[src/rtl/counter_if.sv]
`default_nettype none
// ============================================================================
// Module      : counter_if
// Description : Push/pop request and occupancy status bundle for counter.
//               Error-flag signals exist only with COUNTER_ERR_FLAGS_EN.
// Revision    : 1.0 - initial release
// ============================================================================
interface counter_if #(
    parameter int WIDTH = 3
);
    logic             push;
    logic             pop;
    logic [WIDTH-1:0] cnt;
    logic             full;
    logic             empty;
`ifdef COUNTER_ERR_FLAGS_EN
    logic             overflow;
    logic             underflow;

    modport master (output push, output pop,
                    input cnt, input full, input empty,
                    input overflow, input underflow);
    modport slave  (input push, input pop,
                    output cnt, output full, output empty,
                    output overflow, output underflow);
`else
    modport master (output push, output pop,
                    input cnt, input full, input empty);
    modport slave  (input push, input pop,
                    output cnt, output full, output empty);
`endif
endinterface
`default_nettype wire

[src/rtl/counter.sv]
`default_nettype none
// ============================================================================
// Module      : counter
// Description : Saturating up/down occupancy counter with full/empty decode.
//               Define COUNTER_ERR_FLAGS_EN for sticky overflow/underflow.
// Revision    : 1.0 - initial release
// ============================================================================
module counter #(
    parameter int WIDTH = 3,
    parameter int MAX   = 7
) (
    input  wire logic  clk,
    input  wire logic  reset,
    counter_if.slave   bus
);
    localparam logic [WIDTH-1:0] c_max  = WIDTH'(MAX);
    localparam logic [WIDTH-1:0] c_zero = '0;

    logic [WIDTH-1:0] r_cnt;
    logic             w_at_max;
    logic             w_at_zero;

    assign w_at_max  = (r_cnt == c_max);
    assign w_at_zero = (r_cnt == c_zero);

`ifdef COUNTER_ERR_FLAGS_EN
    logic r_overflow;
    logic r_underflow;
`endif

    // Simultaneous push and pop is a no-op and never raises an error.
    always_ff @(posedge clk) begin
        if (reset) begin
            r_cnt       <= c_zero;
`ifdef COUNTER_ERR_FLAGS_EN
            r_overflow  <= 1'b0;
            r_underflow <= 1'b0;
`endif
        end else begin
            case ({bus.push, bus.pop})
                2'b10: begin
                    if (!w_at_max)
                        r_cnt <= r_cnt + 1'b1;
`ifdef COUNTER_ERR_FLAGS_EN
                    else
                        r_overflow <= 1'b1;
`endif
                end
                2'b01: begin
                    if (!w_at_zero)
                        r_cnt <= r_cnt - 1'b1;
`ifdef COUNTER_ERR_FLAGS_EN
                    else
                        r_underflow <= 1'b1;
`endif
                end
                default: r_cnt <= r_cnt;
            endcase
        end
    end

    assign bus.cnt   = r_cnt;
    assign bus.full  = w_at_max;
    assign bus.empty = w_at_zero;
`ifdef COUNTER_ERR_FLAGS_EN
    assign bus.overflow  = r_overflow;
    assign bus.underflow = r_underflow;
`endif

endmodule
`default_nettype wire

[src/flat_wrapper.sv]
// flat-port wrapper written by rule: the top's interface ports become plain ports
module counter_flat 
#(
    parameter int WIDTH = 3,
    parameter int MAX   = 7
)
  (clk, reset, bus_push, bus_pop, bus_cnt, bus_full, bus_empty);
  counter_if #(.WIDTH(WIDTH)) bus_i ();
  input  wire logic clk;
  input  wire logic reset;
  input wire logic [$bits(bus_i.push)-1:0] bus_push;
  input wire logic [$bits(bus_i.pop)-1:0] bus_pop;
  output wire logic [$bits(bus_i.cnt)-1:0] bus_cnt;
  output wire logic [$bits(bus_i.full)-1:0] bus_full;
  output wire logic [$bits(bus_i.empty)-1:0] bus_empty;
  assign bus_i.push = bus_push;
  assign bus_i.pop = bus_pop;
  assign bus_cnt = bus_i.cnt;
  assign bus_full = bus_i.full;
  assign bus_empty = bus_i.empty;
  counter #(.WIDTH(WIDTH), .MAX(MAX)) u_core (.clk(clk), .reset(reset), .bus(bus_i));
endmodule
[config.mk]
export PLATFORM = sky130hd
export DESIGN_NAME = counter_flat
export DESIGN_NICKNAME = d
export VERILOG_FILES = /design/src/rtl/counter_if.sv /design/src/rtl/counter.sv /design/src/flat_wrapper.sv
export SDC_FILE = /design/constraint.sdc
export NUM_CORES = 1
export LEC_CHECK = 0
export ABC_AREA = 1
export ABC_CLOCK_PERIOD_IN_PS = 2060
export CAP_MARGIN = 20
export CORE_AREA = 2 2 39 41
export CTS_CLUSTER_DIAMETER = 60
export DETAILED_ROUTE_END_ITERATION = 7
export DIE_AREA = 0 0 41 43
export HOLD_SLACK_MARGIN = 0.06
export PLACE_DENSITY = 0.47
export SKIP_LAST_GASP = 1
export SLEW_MARGIN = 20
export SYNTH_ARGS = -nofsm -noshare
export SYNTH_HDL_FRONTEND = slang
export SYNTH_SLANG_ARGS = --single-unit
[constraint.sdc]
create_clock -name clk -period 2.06 [get_ports clk]
set_clock_uncertainty 0.15 [all_clocks]
set_input_delay 0.412 -clock clk [delete_from_list [all_inputs] [get_ports clk]]
set_output_delay 0.412 -clock clk [all_outputs]
set_load 0.02 [all_outputs]
## Word level (Yosys, flattened, before mapping)

Index checks and enable logic that the tools add are counted.

- Add/sub/neg operators: 2
- Equal/unequal tests: 5
- Muxes and demuxes: 3
- Reduce and logical (&&, ||, !) cells: 3

Operators with widths:

| kind | number |
|---|---|
| 3-bit 2-to-1 mux | 2 |
| 3-bit one-hot mux with 2 select lines | 1 |
| 2-bit inequality test, second input constant | 2 |
| 3-bit by 1-bit adder with 3-bit output, second input constant | 1 |
| 3-bit equality test, second input constant | 1 |
| 3-bit zero test | 1 |
| 3-bit AND reduction | 1 |
| 3-bit by 1-bit subtractor with 3-bit output, second input constant | 1 |
| 2-bit by 1-bit equality test with 1-bit output, second input constant | 1 |
| 2-bit equality test, second input constant | 1 |
| 2-bit nonzero test | 1 |

- Register bits after elaboration: 3
- Input bits: 4
- Output and inout bits: 5
- Word-level logic and storage cells: 14

## Logic depth before layout (Yosys ltp)

- Word-level depth: 3
- Depth in mapped cells: 9
- Depth with buffers taken out: 9

## Worst setup path before layout

No wires, ideal clock.

- Path kind: register to output
- From: register u_core.r_cnt[1] (netlist: u_core.bus.cnt[1])
- To: output port bus_full
- Arrival: 1.124 ns
- Required time: 1.498 ns
- Setup slack: 0.374 ns
- Stages on the path, launching flop included: 3
- Buffers on the path: 0
- Cell sequence: dfxtp_1 inv_1 nor3_1

- Cells in the longest elaborated chain, start to end: 1

Ends and longest elaborated chain:

| item | line | RTL |
|---|---|---|
| from (decl) | counter.sv:19 | `logic [WIDTH-1:0] r_cnt;` |
| from (signal assigned) | counter.sv:34 | `r_cnt <= c_zero;` |
| from (signal assigned) | counter.sv:43 | `r_cnt <= r_cnt + 1'b1;` |
| from (signal assigned) | counter.sv:51 | `r_cnt <= r_cnt - 1'b1;` |
| 3-bit equality test | counter.sv:23 | `assign w_at_max = (r_cnt == c_max);` |
| to (decl) | flat_wrapper.sv:14 | `output wire logic [$bits(bus_i.full)-1:0] bus_full;` |

No other way between the ends.

## Final worst setup path

- From: register u_core.r_cnt[2] (netlist: u_core.bus.cnt[2])
- To: output port bus_cnt[2]

RTL lines:

| item | line | RTL |
|---|---|---|
| to (decl) | flat_wrapper.sv:13 | `output wire logic [$bits(bus_i.cnt)-1:0] bus_cnt;` |

No word-level cell between the ends.

==> run summary <==
Sequential fraction of the synthesis area: 23.8%
Site Rows: 14
Share of the synthesized area in the top cell type: 23.8%
CTS tree: built
Reg clk slew, reported paths: 0.03 ns
Setup violators final: 0
Hold endpoint: u_core.bus.cnt[2]
Number of synthesized flops with an enable pin: 0
Gr ovfl total: 0
Pre-Repair DR Iteration Count: 2
Syn Std Cell Area: 253 µm²
Final min period: 1.84 ns
Largest family of logic cells by synthesized area: simple AND/OR/NAND/NOR gates
Critical R2R Capture: u_core.bus.cnt[1]
Most common cell in the netlist: nand2_1
Mapped Avg Cell Area: 6.48 µm²
Final worst slack: 0.221 ns
Synth Area in Compound Gates: 1.98%
Avg WL per Cell: 7.84 µm
Post-CTS setup buffers: 0
Initial core utilization: 18.3%
Core region area: 1380 µm²
Dpl cells: 66
Post-DR vias/cell: 3.96
Worst VDD drop: 350 µV
Crit Reg-Reg Startpoint: u_core.bus.cnt[0]
Maximum clock frequency: 544 MHz
Number of flip-flops in the largest register: 3
Hold Path Depth: 4
Top post-synthesis cells by area: dfxtp_1 24%, nand2_1 15%, inv_1 12%
Total power draw: 299 µW
Cells after synthesis: 39
Die height: 43 µm
Final worst-path cycle share: 89.3%
Hpwl dp: 457 µm
DR vias: 277
Slew Viols, Final: 0
Post-synthesis xor/xnor area fraction: 0%
CP max FO: 5
Setup crit start kind: flop
Die W: 41 µm
CP required: 1.50 ns
RSZ-0062 raised after global routing: no
Simple-Gate Fraction of Synth Area: 41.6%
Final number of hold-violating endpoints: 0
I/O Buffers: 8
Post-Place Worst Slack: -0.0186 ns
Gpl congestion: 0.669
Max_cap viols: 0
Multiplexer share of the synthesized area: 0%
Unique cell type count in the Yosys netlist: 13
Initial antenna violation count: 0
Vias in the first global route: 245
First-pass GRT wire length: 972 µm
Leakage: 0.214 nW
Actual slew at the worst max-slew pin: 0.215 ns
CTS Buf Count: 3
Routed Wire Length: 549 µm
Outcome: finished clean
Non-filler cells, final: 70
Synth area leader: dfxtp_1
Yosys warning total: 0
CTS Root Cell: clkbuf_4
Worst hold path class: reg2reg
Nets: 62
Reg2reg path depth: 5
Total GRT Usage: 7.92%
Arrival @ worst endpoint: 1.28 ns
Synth top cells by count: 10 x nand2_1, 8 x inv_1, 4 x nor2_1
Detailed Route Iter0 Violations: 1
Syn nets: 46
Largest net degree at the start of global routing: 6
Clock Latency Late Sink: 0.23 ns
Worst setup path category: reg2out
Hold-fix buffers at CTS: 0
Clock buffer depth: 2
Top-level I/O count: 9
Antenna fix cells: 0
Crit end category: output pin
CTS H-tree lvls: 1
Reg-to-reg setup timing slack: 0.56 ns
Antenna-violating nets left: 0
Layout cells sized above 1: 20.4%
Seq cells post-synth: 3
Clock sink count: 3
Ys async rst share: 0%
Pwr dens: 750 nW/µm²
Top FF cell, synth: dfxtp_1
Hold path start: u_core.bus.cnt[2]
Area growth, synth to finish: 57.9%
Area share of fa/ha/maj cells after synthesis: 17.8%
Die area: 1760 µm²
Slew Limit Headroom: 85.6%
CTS resizes: 2
Post-route DRC: 0
[metrics by stage]
step           util [%]  cell area (µm²)  hold WS, ns  setup TNS [ns]
2_1_floorplan         -              253        0.409               0
3_3_place_gp       27.1              375        0.422         -0.0234
3_5_place_dp       27.1              375        0.428         -0.0238
4_1_cts            28.8              399        0.434               0
5_1_grt            28.8              399        0.480               0
6_report           28.8              399        0.422               0
[power breakdown]
part           total [mW]  switching (mW)  internal, mW
Combinational       0.126          0.0703        0.0554
Clock               0.100          0.0278        0.0724
Sequential         0.0735         0.00632        0.0671
[layer usage]
metal | vias up | GRT usage, % | part of all wire, %
met5 | - | 0 | 0
met4 | 0 | 0 | 0
met3 | 0 | 4.71 | 6.7
met2 | 8 | 11.9 | 44
met1 | 122 | 10.3 | 49
li1 | 147 | - | -
[cell usage in the layout, fill, tap and decap left out, drive strengths merged]
| master | instances |
|---|---|
| nor3 | 2 |
| inv | 10 |
| ha | 2 |
| a21oi | 1 |
| nand2 | 10 |
| nand3 | 4 |
| clkdlybuf4s50 | 6 |
| nor2 | 5 |
| fa | 1 |
| buf | 3 |
| dlygate4sd2 | 2 |
| clkbuf | 4 |
| nand4 | 1 |
| dfxtp | 3 |
[critical path, stage by stage (launching register included)]
cell and delay [ns]:
dfxtp_1 0.31, buf_4 0.13, clkdlybuf4s50_1 0.60
[layout make-up]
cell class / count / area, µm²
tap: 16 / 20.0
clock buffer: 4 / 26.3
fill: 162 / 985
sequential: 3 / 60.1
multi-input combinational: 26 / 155
timing repair buffer: 11 / 100
inverter: 10 / 37.5
[cells by family after synthesis]
kind of cell / Yosys count
and+or+nand+nor: 22
buffers and inverters: 10
adders and majority gates: 3
DFF: 3
AOI/OAI and AO/OA: 1
[how the worst max path moves through the flow]
stage | depth (start not counted) | endpoint | startpoint
2_1_floorplan | 2 | bus_full | u_core.bus.cnt[1]
5_1_grt | 9 | u_core.bus.cnt[2] | bus_push
6_report | 2 | bus_cnt[2] | u_core.bus.cnt[2]
4_1_cts | 2 | bus_cnt[2] | u_core.bus.cnt[2]
3_5_place_dp | 7 | u_core.bus.cnt[1] | bus_pop
3_3_place_gp | 7 | u_core.bus.cnt[1] | bus_pop
Power figures use the tool's default switching activity.
